--- src/rtl/opb_simulink2ppc_capture.sv ---
// opb_simulink2ppc_capture: captures a user-fabric word on a valid strobe and
// exposes it to the PowerPC over OPB together with a fresh flag, a saturating
// overflow counter and a capture enable.
// Optional build macro: SNAP_HOLD_EN -- keep the first unread word instead of
// letting later captures overwrite it.
module opb_simulink2ppc_capture #(
    parameter logic [31:0] C_BASEADDR   = 32'h0000_0000,
    parameter logic [31:0] C_HIGHADDR   = 32'h0000_00FF,
    parameter int          C_OPB_AWIDTH = 32,
    parameter int          C_OPB_DWIDTH = 32,
    parameter              C_FAMILY     = "virtex5"
) (
    input  logic                    OPB_Clk,
    input  logic                    OPB_Rst,
    input  logic [0:C_OPB_AWIDTH-1] OPB_ABus,
    input  logic [0:3]              OPB_BE,
    input  logic [0:C_OPB_DWIDTH-1] OPB_DBus,
    input  logic                    OPB_RNW,
    input  logic                    OPB_select,
    input  logic                    OPB_seqAddr,
    output logic [0:C_OPB_DWIDTH-1] Sl_DBus,
    output logic                    Sl_xferAck,
    output logic                    Sl_errAck,
    output logic                    Sl_retry,
    output logic                    Sl_toutSup,
    input  logic [31:0]             user_data_in,
    input  logic                    user_valid
);

    localparam int unsigned AW = C_OPB_AWIDTH;
    localparam int unsigned DW = C_OPB_DWIDTH;

    localparam logic [1:0] IDX_DATA   = 2'd0;
    localparam logic [1:0] IDX_STATUS = 2'd1;
    localparam logic [1:0] IDX_CTRL   = 2'd2;

    logic [31:0]   r_data;
    logic          r_fresh;
    logic          r_enable;
    logic [7:0]    r_ovf;
    logic          r_ack;
    logic [0:DW-1] r_dbus;

    logic [AW:0]   w_lo_diff;
    logic [AW:0]   w_hi_diff;
    logic          w_hit;
    logic [1:0]    w_idx;
    logic          w_decode;
    logic          w_rd_clr;
    logic          w_wr_ctrl;
    logic          w_cap;
    logic          w_slot_busy;
    logic [31:0]   w_rd_word;
    logic          w_unused;

    // Ports that carry no information for this slave.
    assign w_unused = &{1'b0, OPB_seqAddr, OPB_BE[0:2], OPB_DBus[0:DW-3], |C_FAMILY};

    // Address decode, bus-cycle qualifiers and the read-data mux.
    always_comb begin
        w_lo_diff   = (AW+1)'(OPB_ABus) - (AW+1)'(C_BASEADDR);
        w_hi_diff   = (AW+1)'(C_HIGHADDR) - (AW+1)'(OPB_ABus);
        w_hit       = OPB_select & ~w_lo_diff[AW] & ~w_hi_diff[AW];
        w_idx       = OPB_ABus[AW-4:AW-3];
        w_decode    = w_hit & ~r_ack;
        // Side effects land on the edge that closes the ack cycle.
        w_rd_clr    = r_ack & w_hit & OPB_RNW & (w_idx == IDX_DATA);
        w_wr_ctrl   = r_ack & w_hit & ~OPB_RNW & (w_idx == IDX_CTRL) & OPB_BE[3];
        w_cap       = user_valid & r_enable;
        // A word being read out on this very edge frees the slot for the capture.
        w_slot_busy = r_fresh & ~w_rd_clr;
        w_rd_word   = '0;
        case (w_idx)
            IDX_DATA:   w_rd_word = r_data;
            IDX_STATUS: w_rd_word = {16'h0000, r_ovf, 6'b000000, r_enable, r_fresh};
            IDX_CTRL:   w_rd_word = {31'h0000_0000, r_enable};
            default:    w_rd_word = '0;
        endcase
    end

    // Bus response: one-cycle ack with data registered from the decode cycle.
    always_ff @(posedge OPB_Clk) begin
        if (OPB_Rst) begin
            r_ack  <= 1'b0;
            r_dbus <= '0;
        end else begin
            r_ack  <= w_decode;
            r_dbus <= (w_decode & OPB_RNW) ? DW'(w_rd_word) : '0;
        end
    end

    // Capture path, fresh flag, overflow counter and CTRL register.
    always_ff @(posedge OPB_Clk) begin
        if (OPB_Rst) begin
            r_data   <= '0;
            r_fresh  <= 1'b0;
            r_ovf    <= '0;
            r_enable <= 1'b1;
        end else begin
            if (w_cap) begin
                r_fresh <= 1'b1;
                if (w_slot_busy) begin
                    if (r_ovf != 8'hFF) begin
                        r_ovf <= 8'(r_ovf + 8'd1);
                    end
`ifdef SNAP_HOLD_EN
`else
                    r_data <= user_data_in;
`endif
                end else begin
                    r_data <= user_data_in;
                end
            end else if (w_rd_clr) begin
                r_fresh <= 1'b0;
            end
            // Clear follows the increment so a coincident clear wins.
            if (w_wr_ctrl) begin
                r_enable <= OPB_DBus[DW-1];
                if (OPB_DBus[DW-2]) begin
                    r_ovf <= '0;
                end
            end
        end
    end

    assign Sl_xferAck = r_ack;
    assign Sl_DBus    = r_dbus;
    assign Sl_errAck  = 1'b0;
    assign Sl_retry   = 1'b0;
    assign Sl_toutSup = 1'b0;

endmodule

--- config.mk ---
export PLATFORM = sky130hd
export DESIGN_NAME = opb_simulink2ppc_capture
export DESIGN_NICKNAME = d
export VERILOG_FILES = /design/src/rtl/opb_simulink2ppc_capture.sv
export SDC_FILE = /design/constraint.sdc
export NUM_CORES = 1
export LEC_CHECK = 0
export ABC_CLOCK_PERIOD_IN_PS = 1600
export BUFFER_PORTS_ARGS = -buffer_cell sky130_fd_sc_hd__clkbuf_2
export CAP_MARGIN = 20
export CORE_MARGIN = 10
export CORE_UTILIZATION = 40
export CTS_CLUSTER_SIZE = 28
export DETAILED_ROUTE_END_ITERATION = 8
export PLACE_DENSITY = 0.72
export REMOVE_ABC_BUFFERS = 1
export SLEW_MARGIN = 0
export SYNTH_ARGS = -nofsm -noshare
export SYNTH_HDL_FRONTEND = slang
export SYNTH_SLANG_ARGS = --single-unit
--- constraint.sdc ---
create_clock -name OPB_Clk -period 1.6 [get_ports OPB_Clk]
set_input_delay 0.32 -clock OPB_Clk [delete_from_list [all_inputs] [get_ports OPB_Clk]]
set_output_delay 0.32 -clock OPB_Clk [all_outputs]
set_load 0.03 [all_outputs]
==> flow_summary.yaml, run 1 <==
route:
  dr.max_layer_used: "met4"
  met3WireLength_um: 751
  final_antenna_net_count: 0
  detail_route.iter0.violations: 54
  met2_wirelength_mm: 2.991
  vias_per_cell: 4.867
  routedLengthMet1_mm: 2.894
  avgRoutedWirePerCell_um: 13.55
  route.vias.total: 2414
  first_pass_detailed_route_iteration_total: 4
  route.detailed.drc: 0
  drt_wirelength_mm: 6.722
sta:
  slew_viol_final: 0
  timing.final.crit_period_ps: 1516
  setup_tns_ps: 0
  fmax_ghz: 0.6598
  setup-violations-final: 0
  crit_share_post_route: 0.9472
  clock_tree_skew_after_final_layout_ps: 3.359
  hold_viol_final: 0
  final_critical_path_setup_slack_ps: 84.41
  rsz_0062_raised_after_global_routing: "yes"
hold_path:
  worstHoldPathType: "in2reg"
power_and_ir_drop:
  worst_voltage_drop_across_the_vdd_grid_mv: 0.5892
  power.total_mw: 3.745
  p_leak_nw: 1.621
  power_density_nw_per_um2: 1041
synthesis:
  synthesis.yosys.warnings: 0
  postSynthCellCount: 303
  postSynthAreaPerCell_um2: 9.023
  synth_edf_count: 0
  syn_area_um2: 2734
  async_flop_share: 0
  post_synth_num_cell_types: 36
  synth_top_cells_by_area: "sky130_fd_sc_hd__dfxtp_1, sky130_fd_sc_hd__nand2_1, sky130_fd_sc_hd__a21oi_1, sky130_fd_sc_hd__and2_1, sky130_fd_sc_hd__mux2i_1"
  ys.flop_type: "sky130_fd_sc_hd__dfxtp_1"
  ys_seq_elements: 75
  yosys.area.top_type_share: 0.5492
  yosysSeqAreaShare: 0.5492
  post-synth-top-area-cell: "sky130_fd_sc_hd__dfxtp_1"
clock_tree:
  tritoncts_num_sinks: 75
  ctsRootBufferMaster: "sky130_fd_sc_hd__clkbuf_8"
  ctsHoldBuffers: 0
  worst_skew_pair.late_latency_ps: 330
  clk_pin_slew_worst_paths_ps: 80
  cts_htree_levels: 3
  postCtsSetupBuffers: 0
  ctsLongestPathBuffers: 2
  cts_tree: "yes"
  numCtsBuffers: 9
  number_of_resized_instances_in_the_post_cts_repair_step: 0
cells_and_area:
  most_used_cells_in_the_layout_excluding_fill_and_tap_cells: "sky130_fd_sc_hd__clkbuf_2, sky130_fd_sc_hd__dfxtp_1, sky130_fd_sc_hd__nand2_1, sky130_fd_sc_hd__a21oi_1, sky130_fd_sc_hd__and2_1"
  synthToLayoutAreaGrowth_pct: 31.62
  number_of_antenna_cells_inserted: 0
  nNetsFinal: 518
  mostFrequentLayoutCell: "sky130_fd_sc_hd__clkbuf_2"
  drive_gt1_frac: 0.3413
global_routing:
  global_route_wire_length_before_repair_mm: 10.79
  grt_usage: 0.1282
  grt_max_degree: 37
  grt_antenna_before_repair: 0
  first_global_vias: 2387
  gr-total-overflow: 0
floorplanning:
  ports_placed_on_the_boundary: 142
  floorplan.die.width_um: 102.7
  starting_density_of_the_core: 0.4069
  die_footprint_um2: 10540
  dieHeight_um: 102.7
  core_region_area_um2: 6719
  num_rows: 30
setup_path:
  critical_path.endpoint_type: "flip-flop"
  worst_ep_arrival_time_ps: 1780
  crit_type: "reg2reg"
  critical_path.startpoint_type: "flip-flop"
  timing.critical_path.required_ps: 1860
  worstPathMaxFanout: 3
placement:
  dp_worst_setup_slack_ps: -220.9
  dp.final_hpwl_mm: 5.083
  globalplace.congestion: 0.7642
  numPortBuffers: 98
run:
  max_cap_check_violation_count: 0
status:
  status: "finished clean"
cell families (layout without fill, tap and decap cells):
family          after synthesis  after routing  share of synthesized area
compound gates               51             51                    0.09840
fa+ha+maj                     1              1                   0.004576
other cells                   1              3                   0.001372
buf+inv                      20            131                    0.03478
simple gates                145            145                     0.2751
flops                        75             75                     0.5492
mux                          10             10                    0.03661
metal layers:
metal,vias to the layer above,global-route usage
met2,81,0.2080
met4,0,0.05423
li1,1231,-
met1,1096,0.1453
met3,6,0.05295
met5,-,0
path summary, 6_finish.rpt:
path | startpoint | endpoint | slack [ps] | cells past startpoint
max reg2reg | r_fresh | r_ovf[5] | 80 | 5
min reg2reg | r_data[30] | r_data[30] | 450 | 2
min | user_data_in[30] | r_data[30] | 200 | 3
max | r_fresh | r_ovf[5] | 80 | 5
cell type report:
cell class,count,area (um2)
fillers,635,3120
flip-flops and latches,75,1501
multi-input cells,210,1155
repair buffers,114,623.1
clock buffers,9,123.9
well taps,80,100.1
clock inverters,7,91.34
inverters,1,3.754
synth_stat cells (2+ instances only):
cell and n:
sky130_fd_sc_hd__a21oi_1 42, sky130_fd_sc_hd__and2_1 23, sky130_fd_sc_hd__and3_1 4, sky130_fd_sc_hd__buf_1 3
sky130_fd_sc_hd__buf_4 5, sky130_fd_sc_hd__clkbuf_1 10, sky130_fd_sc_hd__dfxtp_1 75, sky130_fd_sc_hd__mux2i_1 10
sky130_fd_sc_hd__nand2_1 71, sky130_fd_sc_hd__nand3_1 2, sky130_fd_sc_hd__nand4_1 5, sky130_fd_sc_hd__nor2_1 16
sky130_fd_sc_hd__nor3_1 4, sky130_fd_sc_hd__nor4_2 3, sky130_fd_sc_hd__o21ai_0 2, sky130_fd_sc_hd__o31ai_1 4
sky130_fd_sc_hd__or3_1 2, sky130_fd_sc_hd__or4_1 4
worst max-delay path, stage by stage, from the launching register on:
cell and delay [ps]:
sky130_fd_sc_hd__dfxtp_1 350, sky130_fd_sc_hd__and3_1 210, sky130_fd_sc_hd__and3_4 200, sky130_fd_sc_hd__nand4_1 110, sky130_fd_sc_hd__or4_1 420, sky130_fd_sc_hd__a21oi_1 150
state kept, by name, summed over array words and instances, names as in the netlist:
signal / flops
Sl_DBus: 32
Sl_xferAck: 1
r_data: 32
r_enable: 1
r_fresh: 1
r_ovf: 8
report_power, final:
group	internal [mW]	total [mW]	switching [mW]
Sequential	1.91	1.94	0.0231
Clock	0.875	1.56	0.680
Combinational	0.120	0.253	0.133
Total	2.91	3.75	0.836
stage by stage:
step,hold slack (ps),cells,util,instance area [um2]
floorplan,389.1,286,-,2650
global placement,433.3,480,0.5020,3373
detailed placement,439.5,480,0.5020,3373
CTS,185.2,496,0.5341,3588
global route,199.7,496,0.5356,3598
finish,202.4,496,0.5356,3598
(Power assumes the default switching activity.)
==> run 2: changes to the inputs <==
--- a/config.mk
+++ b/config.mk
@@ -13,6 +13,7 @@
 export CTS_CLUSTER_SIZE = 28
 export DETAILED_ROUTE_END_ITERATION = 8
 export PLACE_DENSITY = 0.72
+export RECOVER_POWER = 50
 export REMOVE_ABC_BUFFERS = 1
 export SLEW_MARGIN = 0
 export SYNTH_ARGS = -nofsm -noshare
==> flow_summary.yaml, run 2 (synthesized netlist as in run 1, its figures left out) <==
status:
  status: "finished clean"
sta:
  fmax_ghz: 0.6573
  timing.hold.ws_ps: 202.3
  rsz_0062_raised_after_global_routing: "yes"
  setup-violations-final: 0
  crit_share_post_route: 0.9509
  slew_viol_final: 0
  clock_tree_skew_after_final_layout_ps: 5.685
  setup_tns_ps: 0
  final_critical_path_setup_slack_ps: 78.63
  timing.final.crit_period_ps: 1521
  hold_viol_final: 0
floorplanning:
  num_rows: 30
  core_region_area_um2: 6719
  floorplan.die.width_um: 102.7
  die_footprint_um2: 10540
  dieHeight_um: 102.7
  starting_density_of_the_core: 0.4069
  ports_placed_on_the_boundary: 142
route:
  route.detailed.drc: 0
  avgRoutedWirePerCell_um: 13.64
  route.vias.total: 2412
  drt_wirelength_mm: 6.766
  first_pass_detailed_route_iteration_total: 4
  detail_route.iter0.violations: 94
  vias_per_cell: 4.863
  final_antenna_net_count: 0
setup_path:
  timing.critical_path.required_ps: 1860
  cpLargestDelayFamily: "simple AND/OR/NAND/NOR gates"
  cp_slowest_cell: "sky130_fd_sc_hd__or4_1"
  largest_stage_delay_worst_path_ps: 420
  worstReg2RegEnd: "r_ovf[5]"
  reg2reg_from: "r_fresh"
  path_cells: "and3_1 -> and3_4 -> nand4_1 -> or4_1 -> a21oi_1"
  critical_path.startpoint_type: "flip-flop"
  worst_ep_arrival_time_ps: 1780
  crit_type: "reg2reg"
  critical_path.endpoint_type: "flip-flop"
  worstPathMaxFanout: 3
  cp.buffers_inverters: 0
  reg2reg_depth: 5
  worst_r2r_setup_slack_ps: 80
cells_and_area:
  mostFrequentLayoutCell: "sky130_fd_sc_hd__clkbuf_2"
  synthToLayoutAreaGrowth_pct: 30.21
  number_of_antenna_cells_inserted: 0
  most_used_cells_in_the_layout_excluding_fill_and_tap_cells: "sky130_fd_sc_hd__clkbuf_2, sky130_fd_sc_hd__dfxtp_1, sky130_fd_sc_hd__nand2_1, sky130_fd_sc_hd__a21oi_1, sky130_fd_sc_hd__clkbuf_1"
  nNetsFinal: 518
  drive_gt1_frac: 0.2813
  layoutNonFillerInstCount: 496
clock_tree:
  clk_pin_slew_worst_paths_ps: 80
  cts_tree: "yes"
  worst_skew_pair.late_latency_ps: 330
  ctsLongestPathBuffers: 2
  numCtsBuffers: 9
  ctsHoldBuffers: 0
  ctsRootBufferMaster: "sky130_fd_sc_hd__clkbuf_8"
  tritoncts_num_sinks: 75
  cts_htree_levels: 3
global_routing:
  first_global_vias: 2387
  global_route_wire_length_before_repair_mm: 10.79
  grt_usage: 0.1282
  gr-total-overflow: 0
  grt_antenna_before_repair: 0
  grt_max_degree: 37
power_and_ir_drop:
  power_density_nw_per_um2: 1051
  worst_voltage_drop_across_the_vdd_grid_mv: 0.5897
  power.total_mw: 3.743
  p_leak_nw: 1.533
run:
  max_cap_check_violation_count: 0
placement:
  dp.final_hpwl_mm: 5.083
  numPortBuffers: 98
  globalplace.congestion: 0.7642
  dp_worst_setup_slack_ps: -220.9
  dp.cells: 480
hold_path:
  worstHoldPathType: "in2reg"
  hold_path_startpoint: "user_data_in[30]"
  hold_end: "r_data[30]"
  timing.hold.worst_path_depth: 3
[run 2: what timing repair did]
item | in CTS | in global routing
setup buffers | 0 | 0
endpoints found under the setup margin | 0 | 4
resized for setup | 0 | 4
[run 2: tightest hold or removal path, cell delays in order]
cell,delay (ps)
sky130_fd_sc_hd__clkbuf_2,80
sky130_fd_sc_hd__nand2_1,40
sky130_fd_sc_hd__a21oi_1,50
[run 2: final cells by class]
cell class | count | area, um2
clock buffers | 9 | 123.9
clock inverters | 7 | 91.34
inverters | 1 | 3.754
fillers | 650 | 3159
multi-input cells | 210 | 1155
well taps | 80 | 100.1
repair buffers | 114 | 584.3
flip-flops and latches | 75 | 1501
[run 2: worst max path at each step]
| stage | cells past startpoint | end | slack, ps | from |
|---|---|---|---|---|
| floorplan | 5 | Sl_DBus[0] | -9 | OPB_ABus[8] |
| global placement | 6 | r_ovf[6] | -180 | OPB_ABus[4] |
| detailed placement | 6 | r_ovf[6] | -220 | OPB_ABus[17] |
| CTS | 5 | r_ovf[4] | 60 | r_ovf[0] |
| global route | 6 | r_ovf[4] | -2 | Sl_xferAck |
| finish | 5 | r_ovf[5] | 80 | r_fresh |
[run 2: report_power, final]
| part | leakage [nW] | switching [mW] | total (mW) | internal, mW |
|---|---|---|---|---|
| combinational | 0.813 | 0.133 | 0.251 | 0.118 |
| clock | 0.109 | 0.680 | 1.56 | 0.875 |
| sequential | 0.611 | 0.0228 | 1.94 | 1.91 |
[run 2: per-stage QoR]
stage          area (um2)    util
2_1_floorplan        2650       -
3_5_place_dp         3373  0.5020
5_1_grt              3560  0.5298
3_3_place_gp         3373  0.5020
6_report             3560  0.5298
4_1_cts              3588  0.5341
[run 2: metal layers]
metal,global-route usage,part of all wire,wire length [um]
met3,0.05295,0.11,772
met5,0,0,0
met1,0.1453,0.43,2930
met2,0.2080,0.44,2970
met4,0.05423,0.014,93
==> run 3: changes to the inputs <==
--- a/config.mk
+++ b/config.mk
@@ -5,11 +5,12 @@
 export SDC_FILE = /design/constraint.sdc
 export NUM_CORES = 1
 export LEC_CHECK = 0
+export ABC_AREA = 1
 export ABC_CLOCK_PERIOD_IN_PS = 1600
 export BUFFER_PORTS_ARGS = -buffer_cell sky130_fd_sc_hd__clkbuf_2
 export CAP_MARGIN = 20
 export CORE_MARGIN = 10
-export CORE_UTILIZATION = 40
+export CORE_UTILIZATION = 41
 export CTS_CLUSTER_SIZE = 28
 export DETAILED_ROUTE_END_ITERATION = 8
 export PLACE_DENSITY = 0.72
==> flow_summary.yaml, run 3 <==
sta:
  timing.final.crit_period_ps: 1420
  fmax_ghz: 0.7044
  final_critical_path_setup_slack_ps: 180.4
  remaining_max_slew_budget_at_the_tightest_pin: 0.5560
  hold_viol_final: 0
  setup-violations-final: 0
  clock_tree_skew_after_final_layout_ps: 6.000
  worst_slew_pin_slew_ps: 666.1
  rsz_0062_raised_after_global_routing: "no"
  crit_share_post_route: 0.8872
  slew_viol_final: 0
  setup_tns_ps: 0
setup_path:
  worstReg2RegEnd: "r_ovf[4]"
  path_common_cell: "sky130_fd_sc_hd__nand2_1"
  crit_cells: 11
  worstPathMaxFanout: 4
  largest_stage_delay_worst_path_ps: 340
  critical_path.endpoint_type: "flip-flop"
  worst_r2r_setup_slack_ps: 180
  reg2reg_from: "r_ovf[1]"
  crit_type: "reg2reg"
  path_cells: "ha_2 -> nand2_1 -> inv_2 -> nand3_2 -> nor2_2 -> nand2_1 -> inv_2 -> nor2_1 -> nand2_1 -> or2_1 -> a21oi_1"
  critical_path.startpoint_type: "flip-flop"
  cp_slowest_cell: "sky130_fd_sc_hd__dfxtp_2"
  timing.critical_path.required_ps: 1870
  worst_ep_arrival_time_ps: 1690
  cp.buffers_inverters: 2
  cpLargestDelayFamily: "simple AND/OR/NAND/NOR gates"
  reg2reg_depth: 11
clock_tree:
  ctsRootBufferMaster: "sky130_fd_sc_hd__clkbuf_8"
  tritoncts_num_sinks: 75
  ctsLongestPathBuffers: 2
  cts_htree_levels: 3
  worst_skew_pair.late_latency_ps: 340
  cts_tree: "yes"
  numCtsBuffers: 9
  postCtsSetupBuffers: 0
  clk_pin_slew_worst_paths_ps: 80
global_routing:
  first_global_vias: 2799
  grt_usage: 0.1390
  grt_max_degree: 34
  gr-total-overflow: 0
  grt_antenna_before_repair: 0
  global_route_wire_length_before_repair_mm: 12.57
placement:
  dp.final_hpwl_mm: 5.643
  detailed_place.area_um2: 3547
  dp_worst_setup_slack_ps: -20.14
  numPortBuffers: 98
  globalplace.congestion: 0.8629
cells_and_area:
  number_of_antenna_cells_inserted: 0
  synthToLayoutAreaGrowth_pct: 27.27
  final_util: 0.5415
  area_taken_by_flip_flops_and_latches_um2: 1503
  multiInputGateArea_um2: 1281
  finalInstanceArea_um2: 3720
  nNetsFinal: 599
  most_used_cells_in_the_layout_excluding_fill_and_tap_cells: "sky130_fd_sc_hd__nor2_1, sky130_fd_sc_hd__clkbuf_2, sky130_fd_sc_hd__dfxtp_1, sky130_fd_sc_hd__nand2_1, sky130_fd_sc_hd__o21ai_0"
  fillerInstances: 715
  mostFrequentLayoutCell: "sky130_fd_sc_hd__nor2_1"
  drive_gt1_frac: 0.2676
status:
  status: "finished clean"
route:
  route.detailed.drc: 0
  vias_per_cell: 4.631
  detail_route.iter0.violations: 87
  first_pass_detailed_route_iteration_total: 6
  final_antenna_net_count: 0
  route.vias.total: 2746
  drt_wirelength_mm: 7.527
  avgRoutedWirePerCell_um: 12.69
hold_path:
  timing.hold.worst_path_depth: 2
  hold_path_startpoint: "OPB_Rst"
  worstHoldPathType: "in2reg"
  hold_end: "r_fresh"
synthesis:
  async_flop_share: 0
  synthTopCellsByCount: "sky130_fd_sc_hd__nor2_1, sky130_fd_sc_hd__dfxtp_1, sky130_fd_sc_hd__nand2_1"
  synth-adder-area-share: 0.004281
  synth_top_family_by_area: "simple AND/OR/NAND/NOR gates"
  post-synth-top-area-cell: "sky130_fd_sc_hd__dfxtp_1"
  synth_most_common_cell: "sky130_fd_sc_hd__nor2_1"
  synthesis.yosys.warnings: 0
  syn_area_um2: 2923
  postSynthCellCount: 388
  ys.flop_type: "sky130_fd_sc_hd__dfxtp_1"
  ys_seq_elements: 75
  synth_top_cells_by_area: "sky130_fd_sc_hd__dfxtp_1, sky130_fd_sc_hd__nor2_1, sky130_fd_sc_hd__nand2_1, sky130_fd_sc_hd__o21ai_0, sky130_fd_sc_hd__a21oi_2"
  yosys.area.top_type_share: 0.5137
  synth_compound_area_frac: 0.1015
  synthSimpleGateAreaFrac: 0.3271
  synth_edf_count: 0
  yosys.area_share.xor_xnor: 0
  proportion_of_synthesized_area_in_mux_cells: 0
  yosysSeqAreaShare: 0.5137
  post_synth_num_cell_types: 29
  postSynthAreaPerCell_um2: 7.533
floorplanning:
  ports_placed_on_the_boundary: 142
  num_rows: 30
  die_footprint_um2: 10910
  floorplan.die.width_um: 104.4
  core_region_area_um2: 6869
  starting_density_of_the_core: 0.4255
  dieHeight_um: 104.4
power_and_ir_drop:
  p_leak_nw: 1.601
  power_density_nw_per_um2: 993.9
  worst_voltage_drop_across_the_vdd_grid_mv: 0.4009
run:
  max_cap_check_violation_count: 0
-- run 3: changes by cell type after synthesis, sizes merged, moves of 20 or more --
cell | previous run | this run
a21oi | 42 | 16
o21ai | 3 | 34
and2 | 23 | 1
nor2 | 16 | 121
inv | 1 | 21
-- run 3: layout make-up --
cell class,instances,area share
sequential,75,0.4040
inverter,21,0.02119
clock buffer,10,0.03431
timing repair buffer,107,0.1463
tap,96,0.03229
multi-input combinational,278,0.3444
clock inverter,6,0.01749
-- run 3: kinds of logic after synthesis --
| logic type | after synthesis |
|---|---|
| flops | 75 |
| other cells | 1 |
| simple gates | 223 |
| compound gates | 51 |
| fa+ha+maj | 1 |
| buf+inv | 37 |
-- run 3: repair_timing --
item / 4_1_cts / 5_1_grt
pin swaps: 0 / 0
hold buffers: 0 / 0
endpoints found under the hold margin: 0 / 0
endpoints found under the setup margin: 3 / 6
gates resized for setup: 1 / 6
-- run 3: how the worst max path moves through the flow --
| stage | start | end | slack, ps |
|---|---|---|---|
| floorplan | r_enable | r_ovf[4] | -140 |
| global route | r_ovf[0] | r_ovf[4] | 30 |
| global placement | OPB_ABus[11] | Sl_DBus[16] | -5 |
| CTS | r_ovf[1] | r_ovf[5] | 50 |
| finish | r_ovf[1] | r_ovf[4] | 180 |
| detailed placement | OPB_ABus[2] | r_ovf[2] | -20 |
-- run 3: worst reg2reg max path, delay by kind of cell, from the launching register on --
kind / cells / cell delay, ps
flip-flops: 1 / 340
buffers and inverters: 2 / 110
AND/OR/NAND/NOR: 7 / 610
AO/OA/AOI/OAI: 1 / 110
adder cells (fa/ha/maj): 1 / 180
-- run 3: layer usage --
layer  vias to the layer above  GRT usage  share of wire
li1                       1421          -              -
met1                      1220     0.1540           0.44
met2                        97     0.2220           0.45
met3                         8    0.06072          0.093
met4                         0    0.06859          0.013
met5                         -          0              0
-- run 3: power breakdown --
| part | total, mW | switching, mW | internal (mW) |
|---|---|---|---|
| Combinational | 0.311 | 0.177 | 0.134 |
| Sequential | 1.96 | 0.0331 | 1.93 |
| Clock | 1.42 | 0.700 | 0.724 |
-- run 3: metrics by stage --
stage	hold slack (ps)	cells	total power, mW
final	166.8	593	3.697
after global routing	173.0	593	3.868
after CTS	155.0	593	3.728
after detailed placement	433.2	577	2.318
after global placement	427.3	577	2.305
after floorplan	389.1	374	2.162
